### src/rtl/irq_pkg.sv
// Shared types and constants for the interrupt sequencer and its priority encoder.
package irq_pkg;

    localparam int NUM_IRQ  = 32;
    localparam int IRQ_ID_W = 5;

    localparam logic [31:0] DEF_VECTOR_BASE   = 32'h0000_0100;
    localparam logic [31:0] DEF_VECTOR_STRIDE = 32'd4;

    typedef enum logic [1:0] {
        IDLE    = 2'd0,
        REQUEST = 2'd1,
        SERVICE = 2'd2
    } irq_state_e;

    // Handler address; 32-bit wrap-around is intentional.
    function automatic logic [31:0] vector_addr(input logic [31:0]         base,
                                                input logic [31:0]         stride,
                                                input logic [IRQ_ID_W-1:0] id);
        return base + {{(32-IRQ_ID_W){1'b0}}, id} * stride;
    endfunction

endpackage

### src/rtl/irq_priority_encoder.sv
// Fixed-priority encoder: reports whether any bit is set and the lowest set index.
module irq_priority_encoder
    import irq_pkg::*;
(
    input  logic [NUM_IRQ-1:0]  eligible,
    output logic                valid,
    output logic [IRQ_ID_W-1:0] idx
);

    always_comb begin
        valid = |eligible;
        idx   = '0;
        // Scan downwards so the lowest set bit is the last one written.
        for (int i = NUM_IRQ - 1; i >= 0; i--) begin
            if (eligible[i]) idx = IRQ_ID_W'(i);
        end
    end

endmodule

### src/rtl/irq_priority_sequencer.sv
// Captures interrupt edges, masks them and delivers the lowest-index eligible source
// to the core through a request / ack / end-of-interrupt handshake.
module irq_priority_sequencer
    import irq_pkg::*;
#(
    parameter logic [31:0] VECTOR_BASE   = DEF_VECTOR_BASE,
    parameter logic [31:0] VECTOR_STRIDE = DEF_VECTOR_STRIDE
) (
    input  logic                clk,
    input  logic                reset,
    input  logic [NUM_IRQ-1:0]  irq_req,
    input  logic                mask_we,
    input  logic [NUM_IRQ-1:0]  mask_wdata,
    output logic [NUM_IRQ-1:0]  irq_mask,
    output logic [NUM_IRQ-1:0]  irq_pending,
    output logic                cpu_irq,
    output logic [IRQ_ID_W-1:0] cpu_irq_id,
    output logic [31:0]         cpu_vector,
    input  logic                cpu_ack,
    input  logic                cpu_eoi,
    output logic                in_service
);

    irq_state_e          state_q, state_d;
    logic [NUM_IRQ-1:0]  irq_req_q, irq_req_d;
    logic [NUM_IRQ-1:0]  pending_q, pending_d;
    logic [NUM_IRQ-1:0]  mask_q, mask_d;
    logic [IRQ_ID_W-1:0] id_q, id_d;
    logic [31:0]         vector_q, vector_d;

    logic [NUM_IRQ-1:0]  eligible;
    logic [NUM_IRQ-1:0]  pend_clr;
    logic                win_valid;
    logic [IRQ_ID_W-1:0] win_idx;
    logic                take_ack;

    assign eligible = pending_q & ~mask_q;
    assign take_ack = (state_q == REQUEST) && cpu_ack;

    irq_priority_encoder u_prio (
        .eligible (eligible),
        .valid    (win_valid),
        .idx      (win_idx)
    );

    always_ff @(posedge clk or posedge reset) begin
        if (reset) state_q <= IDLE;
        else       state_q <= state_d;
    end

    always_comb begin
        state_d = state_q;
        case (state_q)
            IDLE:    if (win_valid) state_d = REQUEST;
            REQUEST: if (cpu_ack)   state_d = SERVICE;
            SERVICE: if (cpu_eoi)   state_d = IDLE;
            default:                state_d = IDLE;
        endcase
    end

    always_comb begin
        cpu_irq    = (state_q == REQUEST);
        in_service = (state_q == SERVICE);
    end

    // Clear on ack and set on a new edge in the same cycle: the set must win.
    always_comb begin
        irq_req_d = irq_req;
        mask_d    = mask_we ? mask_wdata : mask_q;
        pend_clr  = take_ack ? (NUM_IRQ'(1) << id_q) : '0;
        pending_d = (pending_q & ~pend_clr) | (irq_req & ~irq_req_q);
        id_d      = id_q;
        vector_d  = vector_q;
        if (state_q == IDLE && win_valid) begin
            id_d     = win_idx;
            vector_d = vector_addr(VECTOR_BASE, VECTOR_STRIDE, win_idx);
        end
    end

    always_ff @(posedge clk or posedge reset) begin
        if (reset) begin
            irq_req_q <= '0;
            pending_q <= '0;
            mask_q    <= '0;
            id_q      <= '0;
            vector_q  <= VECTOR_BASE;
        end else begin
            irq_req_q <= irq_req_d;
            pending_q <= pending_d;
            mask_q    <= mask_d;
            id_q      <= id_d;
            vector_q  <= vector_d;
        end
    end

    assign irq_mask    = mask_q;
    assign irq_pending = pending_q;
    assign cpu_irq_id  = id_q;
    assign cpu_vector  = vector_q;

endmodule

### config.mk
export PLATFORM = sky130hd
export DESIGN_NAME = irq_priority_sequencer
export DESIGN_NICKNAME = d
export VERILOG_FILES = /design/src/rtl/irq_pkg.sv /design/src/rtl/irq_priority_encoder.sv /design/src/rtl/irq_priority_sequencer.sv
export SDC_FILE = /design/constraint.sdc
export NUM_CORES = 1
export LEC_CHECK = 0
export CAP_MARGIN = 5
export CORE_AREA = 2 2 89 125
export CTS_CLUSTER_SIZE = 25
export DETAILED_ROUTE_END_ITERATION = 8
export DIE_AREA = 0 0 91 127
export PLACE_DENSITY = 0.8
export SYNTH_ARGS = -nofsm -noshare
export SYNTH_HDL_FRONTEND = slang
export SYNTH_SLANG_ARGS = --single-unit
### constraint.sdc
create_clock -name clk -period 3.9 [get_ports clk]
set_input_delay 0.585 -clock clk [delete_from_list [all_inputs] [get_ports clk]]
set_output_delay 0.585 -clock clk [all_outputs]
set_load 0.005 [all_outputs]
==> flow_summary.json, run 1 <==
{
  "finalCritPeriodShare": 0.622,
  "ios": 172,
  "vias_per_cell": 4.93,
  "slew_violations": 0,
  "p_leak_nw": 2.66,
  "finalSetupTns_ns": 0,
  "r2r-start": "irq_mask[29]$_DFFE_PP0P_",
  "critical-path-slowest-cell": "or4_1",
  "crit_required_ns": 4.13,
  "routabilityCongestion": 0.829,
  "die-area_um2": 11600,
  "cpMostUsedCell": "and2b_1",
  "cts.clk_slew.worst_paths_ns": 0.07,
  "vdd_ir_drop_max_uv": 263,
  "ys.flop_type": "dfrtp_1",
  "crit_path_end_kind": "flip-flop",
  "drt_pass1_iterations": 4,
  "avgSynthCellArea_um2": 11.0,
  "startpoint": "irq_mask[29]$_DFFE_PP0P_",
  "place.port_buffers": 144,
  "grt_max_degree": 75,
  "path_cells": "and2b_1 > or4_1 > or4_4 > o41ai_4 > and2b_1 > a21oi_2",
  "synth_top_area_frac": 0.573,
  "synth_top_cell_by_area": "dfrtp_1",
  "setup.worst_path.end": "cpu_irq_id[0]$_DFFE_PP0P_",
  "drc": 0,
  "cp.arrival_ns": 2.66,
  "cts_hold_buf": 0,
  "synth_area_leaders": "dfrtp_1 (57%), o21ai_0 (8.0%), mux2_2 (7.8%)",
  "num_rows": 44,
  "wirelength_mm": 11.7,
  "fin_skew_ns": 0.00597,
  "worst_pin_slew_ns": 0.918,
  "netlist_area_um2": 4500,
  "synth_edf_count": 0,
  "power_mw": 3.03,
  "outcome": "complete, no violations",
  "initial_utilization": 0.435,
  "die_x_um": 91,
  "cp.buffers_inverters": 0,
  "fin_crit_ns": 2.42,
  "yosysWarnings": 0,
  "powerDensity_nw_per_um2": 483,
  "ant_nets": 0,
  "setup_viol": 0,
  "cp_slowest_stage_delay_ns": 0.58,
  "ys_types": 40,
  "relSlewSlack": 0.388,
  "antenna_found_initial": 0,
  "dr.first_iter.drc_count": 172,
  "synth_common_cells": "dfrtp_1 (103), o21ai_0 (72), inv_1 (37)",
  "clkLatencyLatePin_ns": 0.35,
  "yosysSeqAreaShare": 0.573,
  "rsz0062_at_grt": "no",
  "grt.total_usage": 0.212,
  "cts.sinks": 103,
  "cts_resized": 0,
  "grt_pass1_wl_mm": 18.8,
  "yosysMostFrequentCell": "dfrtp_1",
  "dp_hpwl_mm": 8.96,
  "maxCapViolations": 0,
  "area_growth_pct": 39.1,
  "ys_ff_latch": 103,
  "core_um2": 10300,
  "cts_setup_buffers": 0,
  "crit_family": "simple AND/OR/NAND/NOR gates",
  "syn_inst": 409,
  "reg2reg_depth": 6,
  "fmax_ghz": 0.412,
  "root_buffer": "clkbuf_16",
  "htreeDepth": 3,
  "cp_max_fo": 7,
  "num_antenna_cells": 0,
  "drive_above_1_share": 0.129,
  "critical_path_depth": 6,
  "fin_nets": 623,
  "vias": 3435,
  "die_y_um": 127,
  "reg2reg_slack_ns": 1.48,
  "critPathKind": "reg -> reg",
  "grt_pass1_vias": 3522,
  "hold_violations": 0,
  "cts_tree": "built",
  "clock_path_buffers": 2,
  "startpoint_type": "flip-flop",
  "wire_per_inst_um": 16.8,
  "r2r_end": "cpu_irq_id[0]$_DFFE_PP0P_",
  "async_flop_share": 1.00,
  "cts_buffers": 9,
  "hold_path_class": "reg -> reg",
  "overflow": 0
}
-- sequential cells by signal, summed over array words and instances, names as in the netlist --
signal and flops:
state_q 2, irq_mask 32, cpu_irq_id 5, irq_req_q 32, irq_pending 32
-- layer usage --
layer	GRT usage	wire, um	vias up
li1	-	-	1622
met1	0.247	4440	1646
met2	0.371	6150	142
met3	0.0601	773	25
met4	0.0784	338	0
met5	0	0	-
-- cell families (layout without fill, tap and decap cells) --
| kind of cell | Yosys count | after routing | share of synthesized area |
|---|---|---|---|
| flip-flops | 103 | 103 | 0.573 |
| AND/OR/NAND/NOR | 102 | 102 | 0.139 |
| AO/OA/AOI/OAI | 97 | 97 | 0.120 |
| buffers and inverters | 74 | 199 | 0.0884 |
| multiplexers | 31 | 31 | 0.0776 |
| other | 2 | 27 | 0.00167 |
-- final cells by class --
class	count	area (um2)
Clock buffer	11	243
Clock inverter	5	56.3
Fill cell	913	4090
Inverter	37	141
Multi-Input combinational cell	257	1620
Sequential cell	103	2580
Tap cell	138	173
Timing Repair Buffer	146	1450
-- cells in the final DEF, fill, tap and decap left out, types with 2 or more instances in the layout --
master / synthesis / final
inv_1: 37 / 36
and2b_1: 3 / 3
conb_1: 2 / 27
nor2b_4: 2 / 2
dfrtp_1: 103 / 103
mux2_2: 31 / 31
clkbuf_16: 0 / 9
o211ai_1: 2 / 2
buf_4: 32 / 2
o21ai_0: 72 / 72
nor3_1: 3 / 3
nand2_1: 20 / 20
and3_1: 3 / 3
nor2_1: 12 / 12
a31oi_1: 3 / 3
nand2b_1: 12 / 12
a21oi_1: 10 / 10
clkinv_2: 0 / 2
nand3_1: 4 / 4
or2b_2: 4 / 4
and2b_2: 8 / 8
o31ai_1: 4 / 4
or4_1: 3 / 3
nor4_1: 2 / 2
or4_4: 3 / 3
clkdlybuf4s50_1: 0 / 143
nor2b_1: 15 / 15
-- power breakdown --
| group | switching [mW] | internal, mW |
|---|---|---|
| registers | 0.110 | 1.19 |
| logic | 0.390 | 0.433 |
| clock network | 0.391 | 0.515 |
| total | 0.891 | 2.14 |
-- through the flow --
stage | utilization | hold slack, ns | cells | setup WS (ns) | cell area, um2
global route | 0.605 | 0.435 | 697 | 1.38 | 6260
floorplan | - | 0.400 | 434 | 0.611 | 4590
finish | 0.605 | 0.412 | 697 | 1.48 | 6260
detailed placement | 0.576 | 0.410 | 681 | 1.50 | 5960
CTS | 0.605 | 0.420 | 697 | 1.48 | 6260
global placement | 0.576 | 0.401 | 681 | 1.58 | 5960
-- worst min-delay path by stage --
stage,start,to,cells after the start
4_1_cts,irq_req_q[24]$_DFF_PP0_,irq_pending[24]$_DFF_PP0_,1
3_3_place_gp,irq_req_q[27]$_DFF_PP0_,irq_pending[27]$_DFF_PP0_,1
5_1_grt,irq_req_q[10]$_DFF_PP0_,irq_pending[10]$_DFF_PP0_,1
6_report,irq_req_q[1]$_DFF_PP0_,irq_pending[1]$_DFF_PP0_,1
3_5_place_dp,irq_req_q[24]$_DFF_PP0_,irq_pending[24]$_DFF_PP0_,1
2_1_floorplan,irq_req_q[0]$_DFF_PP0_,irq_pending[0]$_DFF_PP0_,1
Power figures use the tool's default switching activity.
==> inputs of run 2 (changes only) <==
==> constraint.sdc (replaced) <==
create_clock -name clk -period 2.25 [get_ports clk]
set_input_delay 0.3375 -clock clk [delete_from_list [all_inputs] [get_ports clk]]
set_output_delay 0.3375 -clock clk [all_outputs]
set_load 0.005 [all_outputs]
==> flow_summary.json, run 2 (synthesis gave the netlist of run 1 again) <==
{
  "cp.arrival_ns": 2.52,
  "root_buffer": "clkbuf_16",
  "cp.buffers_inverters": 1,
  "p_leak_nw": 2.77,
  "path_cells": "nor2b_4 > or4_4 > or4_4 > o41ai_4 > buf_4 > and2b_1 > a21oi_2",
  "critPathKind": "reg -> reg",
  "dr.first_iter.drc_count": 221,
  "maxCapViolations": 0,
  "setup_ws_ns": -0.0549,
  "rsz0062_at_grt": "yes",
  "vdd_ir_drop_max_uv": 420,
  "htreeDepth": 3,
  "dp_hpwl_mm": 9.28,
  "grt_max_degree": 68,
  "ios": 172,
  "grt_pass1_vias": 3813,
  "cpMostUsedCell": "or4_4",
  "vias": 3546,
  "die-area_um2": 11600,
  "crit_required_ns": 2.47,
  "clock_path_buffers": 2,
  "final_cell_mix": "clkdlybuf4s50_1 (143), dfrtp_1 (103), o21ai_0 (72)",
  "vias_per_cell": 4.93,
  "overflow": 0,
  "clkPwrFrac": 0.293,
  "cts_buffers": 9,
  "wirelength_mm": 11.8,
  "fin_nets": 646,
  "relSlewSlack": 0.656,
  "setup_viol": 2,
  "final_cells": 720,
  "ant_nets": 0,
  "p_comb_frac": 0.285,
  "cts.sinks": 103,
  "finalCritPeriodShare": 1.02,
  "worst_pin_slew_ns": 0.516,
  "antenna_found_initial": 0,
  "cp_slowest_stage_delay_ns": 0.55,
  "crit_path_end_kind": "flip-flop",
  "startpoint_type": "flip-flop",
  "violations": "setup timing",
  "clkLatencyLatePin_ns": 0.33,
  "fin_crit_ns": 2.30,
  "die_y_um": 127,
  "pre_cts_ws_ns": -0.132,
  "routabilityCongestion": 0.857,
  "power_mw": 5.33,
  "hold_violations": 0,
  "swShare": 0.292,
  "critical-path-slowest-cell": "or4_4",
  "die_x_um": 91,
  "grt.total_usage": 0.212,
  "drive_above_1_share": 0.168,
  "core_um2": 10300,
  "p_int_mw": 3.77,
  "slew_violations": 0,
  "wire_per_inst_um": 16.4,
  "cts_tree": "built",
  "outcome": "complete, but fails checks",
  "final.fill_count": 849,
  "fin_skew_ns": 0.00656,
  "mostFrequentLayoutCell": "clkdlybuf4s50_1",
  "utilization": 0.627,
  "drc": 0,
  "num_rows": 44,
  "place_inst": 703,
  "grt_pass1_wl_mm": 19.0,
  "area_growth_pct": 44.3,
  "crit_family": "simple AND/OR/NAND/NOR gates",
  "num_antenna_cells": 0,
  "netSwitchingPower_mw": 1.56,
  "powerDensity_nw_per_um2": 821,
  "finalSetupTns_ns": -0.104,
  "p_seq_frac": 0.422,
  "cts.clk_slew.worst_paths_ns": 0.07,
  "fmax_ghz": 0.434,
  "hold_path_class": "in -> async",
  "drt_pass1_iterations": 4,
  "initial_utilization": 0.435,
  "place.port_buffers": 144,
  "cp_max_fo": 7
}
-- run 2: changes by cell type in the layout (fill, tap and decap cells not counted) --
| cell | previous run | this run |
|---|---|---|
| clkbuf_1 | 1 | 0 |
| nor4bb_2 | 0 | 1 |
| buf_4 | 2 | 22 |
| inv_6 | 1 | 0 |
| buf_12 | 0 | 3 |
| nor4bb_1 | 1 | 0 |
| clkinv_4 | 0 | 2 |
| inv_4 | 1 | 0 |
| or4_1 | 3 | 2 |
| or4_4 | 3 | 4 |
| clkinv_2 | 2 | 0 |
| clkinvlp_4 | 1 | 4 |
-- run 2: final cells by class --
type / count / area, um2 / share of cell area
inverters: 37 / 143 / 0.0220
clock inverters: 6 / 70.1 / 0.0108
well taps: 138 / 173 / 0.0266
repair buffers: 169 / 1660 / 0.256
clock buffers: 10 / 239 / 0.0368
multi-input cells: 257 / 1630 / 0.251
flip-flops and latches: 103 / 2580 / 0.397
-- run 2: routing by layer --
metal  global-route usage  wire [um]  vias up  part of all wire
met3               0.0478        708       20             0.060
met2                0.393       6480      130              0.55
met1                0.232       4340     1735              0.37
li1                     -          -     1661                 -
met5                    0          0        -                 0
met4               0.0891        277        0             0.023
-- run 2: worst register-to-register path, delay by kind of cell, from the launching register on --
kind	cells	cell delay, ns
DFF	1	0.38
AOI/OAI and AO/OA	2	0.25
and+or+nand+nor	4	1.36
buffers and inverters	1	0.20
-- run 2: path summary, 6_finish.rpt --
path,slack [ns],end,from,depth (start not counted)
worst max-delay path,-0.05,cpu_irq_id[0]$_DFFE_PP0P_,irq_pending[22]$_DFF_PP0_,7
worst min-delay path,0.42,irq_pending[1]$_DFF_PP0_,reset,3
worst max register to register,-0.05,cpu_irq_id[0]$_DFFE_PP0P_,irq_pending[22]$_DFF_PP0_,7
worst min register to register,0.42,irq_pending[2]$_DFF_PP0_,irq_req_q[2]$_DFF_PP0_,1
max in group asynchronous,1.47,irq_mask[19]$_DFFE_PP0P_,reset,3
min in group clk,0.42,irq_pending[2]$_DFF_PP0_,irq_req_q[2]$_DFF_PP0_,1
-- run 2: metrics by stage --
stage          hold WS [ns]  area (um2)
2_1_floorplan         0.369        4600
6_report              0.419        6490
5_1_grt               0.428        6490
4_1_cts               0.421        6480
3_3_place_gp          0.401        6160
3_5_place_dp          0.413        6160
-- run 2: power groups by stage --
stage | combinational, mW | clock [mW] | sequential (mW)
4_1_cts | 1.53 | 1.60 | 2.25
3_5_place_dp | 1.51 | 0 | 2.28
6_report | 1.52 | 1.56 | 2.25
3_3_place_gp | 1.48 | 0 | 2.26
5_1_grt | 1.65 | 1.69 | 2.28
2_1_floorplan | 0.706 | 0 | 2.25
-- run 2: what timing repair did --
action | 4_1_cts | 5_1_grt
setup buffers | 1 | 0
setup endpoints to repair | 4 | 5
hold buffers | 0 | 0
gates cloned | 0 | 0
gates resized for setup | 0 | 2
==> inputs of run 3 (changes only) <==
--- a/config.mk
+++ b/config.mk
@@ -6,11 +6,12 @@
 export NUM_CORES = 1
 export LEC_CHECK = 0
 export CAP_MARGIN = 5
-export CORE_AREA = 2 2 89 125
+export CORE_AREA = 2 2 84 118
 export CTS_CLUSTER_SIZE = 25
 export DETAILED_ROUTE_END_ITERATION = 8
-export DIE_AREA = 0 0 91 127
-export PLACE_DENSITY = 0.8
+export DIE_AREA = 0 0 86 120
+export DONT_BUFFER_PORTS = 1
+export PLACE_DENSITY = 0.64
 export SYNTH_ARGS = -nofsm -noshare
 export SYNTH_HDL_FRONTEND = slang
 export SYNTH_SLANG_ARGS = --single-unit
==> flow_summary.json, run 3 (synthesis gave the netlist of run 1 again) <==
{
  "drt_pass1_iterations": 4,
  "grt_pass1_vias": 3152,
  "die_y_um": 120,
  "htreeDepth": 3,
  "hold_violations": 0,
  "fmax_ghz": 0.436,
  "outcome": "complete, but fails checks",
  "cts_resized": 0,
  "ant_nets": 0,
  "startpoint_type": "flip-flop",
  "relSlewSlack": 0.623,
  "reg2reg_depth": 7,
  "vias_per_cell": 5.37,
  "final_cell_mix": "dfrtp_1 (103), o21ai_0 (72), inv_1 (36)",
  "rsz0062_at_grt": "yes",
  "hold_path_class": "in -> async",
  "cts_buffers": 9,
  "setup_viol": 2,
  "reg2reg_slack_ns": -0.05,
  "slew_violations": 0,
  "dp_hpwl_mm": 7.85,
  "vdd_ir_drop_max_uv": 549,
  "powerDensity_nw_per_um2": 929,
  "grt_pass1_wl_mm": 16.4,
  "maxCapViolations": 0,
  "grt.total_usage": 0.212,
  "die-area_um2": 10300,
  "cp_max_fo": 7,
  "initial_utilization": 0.484,
  "utilization": 0.538,
  "ios": 172,
  "crit_path_end_kind": "flip-flop",
  "drive_above_1_share": 0.227,
  "vias": 2978,
  "critPathKind": "reg -> reg",
  "clock_path_buffers": 2,
  "num_rows": 42,
  "mostFrequentLayoutCell": "dfrtp_1",
  "finalHoldWorstSlack_ns": 0.00550,
  "die_x_um": 86,
  "cts.sinks": 103,
  "r2r-start": "irq_pending[22]$_DFF_PP0_",
  "worst_pin_slew_ns": 0.566,
  "r2r_end": "cpu_irq_id[0]$_DFFE_PP0P_",
  "overflow": 0,
  "final.fill_count": 841,
  "area_growth_pct": 11.2,
  "violations": "setup timing",
  "num_antenna_cells": 0,
  "finalCritPeriodShare": 1.02,
  "grt_max_degree": 104,
  "finalSetupTns_ns": -0.0744,
  "clkLatencyLatePin_ns": 0.34,
  "crit_required_ns": 2.47,
  "dr.first_iter.drc_count": 174,
  "setup_ws_ns": -0.0462,
  "routabilityCongestion": 0.841,
  "cts.clk_slew.worst_paths_ns": 0.06,
  "cp.arrival_ns": 2.52,
  "fin_crit_ns": 2.30,
  "fin_nets": 510,
  "place.port_buffers": 0,
  "wire_per_inst_um": 19.1,
  "wirelength_mm": 10.6,
  "root_buffer": "clkbuf_16",
  "p_leak_nw": 2.21,
  "drc": 0,
  "cts_tree": "built",
  "core_um2": 9300,
  "antenna_found_initial": 0,
  "fin_skew_ns": 0.00404
}
## run 3: changes by cell type in the layout (fill, tap and decap cells not counted), moves of 2 or more
cell	previous run	this run
clkdlybuf4s50_1	143	0
buf_4	22	32
clkinv_2	0	3
buf_12	3	1
clkinv_4	2	0
clkinvlp_4	4	2
## run 3: stage by stage
stage	cells	worst slack (ns)	power (mW)	area [um2]
final	555	-0.0462	4.64	5000
after CTS	555	-0.0477	4.69	5000
after detailed placement	538	-0.113	3.25	4720
after global routing	555	-0.112	4.88	5000
after floorplan	434	-0.0113	2.95	4600
after global placement	538	-0.0514	3.22	4720
## run 3: area by class of cell
class / instances / area [um2] / share of cell area
tap: 110 / 138 / 0.0275
timing repair buffer: 33 / 260 / 0.0520
clock buffer: 11 / 243 / 0.0485
inverter: 37 / 143 / 0.0285
sequential: 103 / 2580 / 0.515
clock inverter: 4 / 22.5 / 0.00450
multi-input combinational: 257 / 1620 / 0.323
## run 3: worst max-delay path, cell delays in order, from the launching register on
cell,delay (ns)
dfrtp_1,0.37
nor2b_4,0.13
or4_4,0.54
or4_4,0.55
o41ai_4,0.21
buf_4,0.19
and2b_1,0.15
a21oi_2,0.03
## run 3: power breakdown
group / internal [mW] / switching, mW
registers: 2.06 / 0.228
logic: 0.371 / 0.566
clock network: 0.769 / 0.653
total: 3.20 / 1.45
## run 3: layer usage
| metal | global-route usage | up-vias | share of wire |
|---|---|---|---|
| li1 | - | 1390 | - |
| met1 | 0.239 | 1434 | 0.37 |
| met2 | 0.366 | 137 | 0.53 |
| met3 | 0.0633 | 17 | 0.078 |
| met4 | 0.0873 | 0 | 0.025 |
| met5 | 0 | - | 0 |
## run 3: worst max path at each step
| stage | endpoint | depth (start not counted) | startpoint |
|---|---|---|---|
| 2_1_floorplan | cpu_irq_id[0]$_DFFE_PP0P_ | 6 | irq_pending[22]$_DFF_PP0_ |
| 4_1_cts | cpu_irq_id[0]$_DFFE_PP0P_ | 7 | irq_pending[22]$_DFF_PP0_ |
| 6_report | cpu_irq_id[0]$_DFFE_PP0P_ | 7 | irq_pending[22]$_DFF_PP0_ |
| 3_3_place_gp | cpu_irq_id[0]$_DFFE_PP0P_ | 6 | irq_pending[22]$_DFF_PP0_ |
| 5_1_grt | cpu_irq_id[0]$_DFFE_PP0P_ | 7 | irq_pending[22]$_DFF_PP0_ |
| 3_5_place_dp | cpu_irq_id[0]$_DFFE_PP0P_ | 6 | irq_pending[22]$_DFF_PP0_ |
## run 3: timing repair
| action | CTS | global route |
|---|---|---|
| hold buffers | 0 | 0 |
| endpoints found under the setup margin | 4 | 4 |
| setup buffers | 2 | 0 |
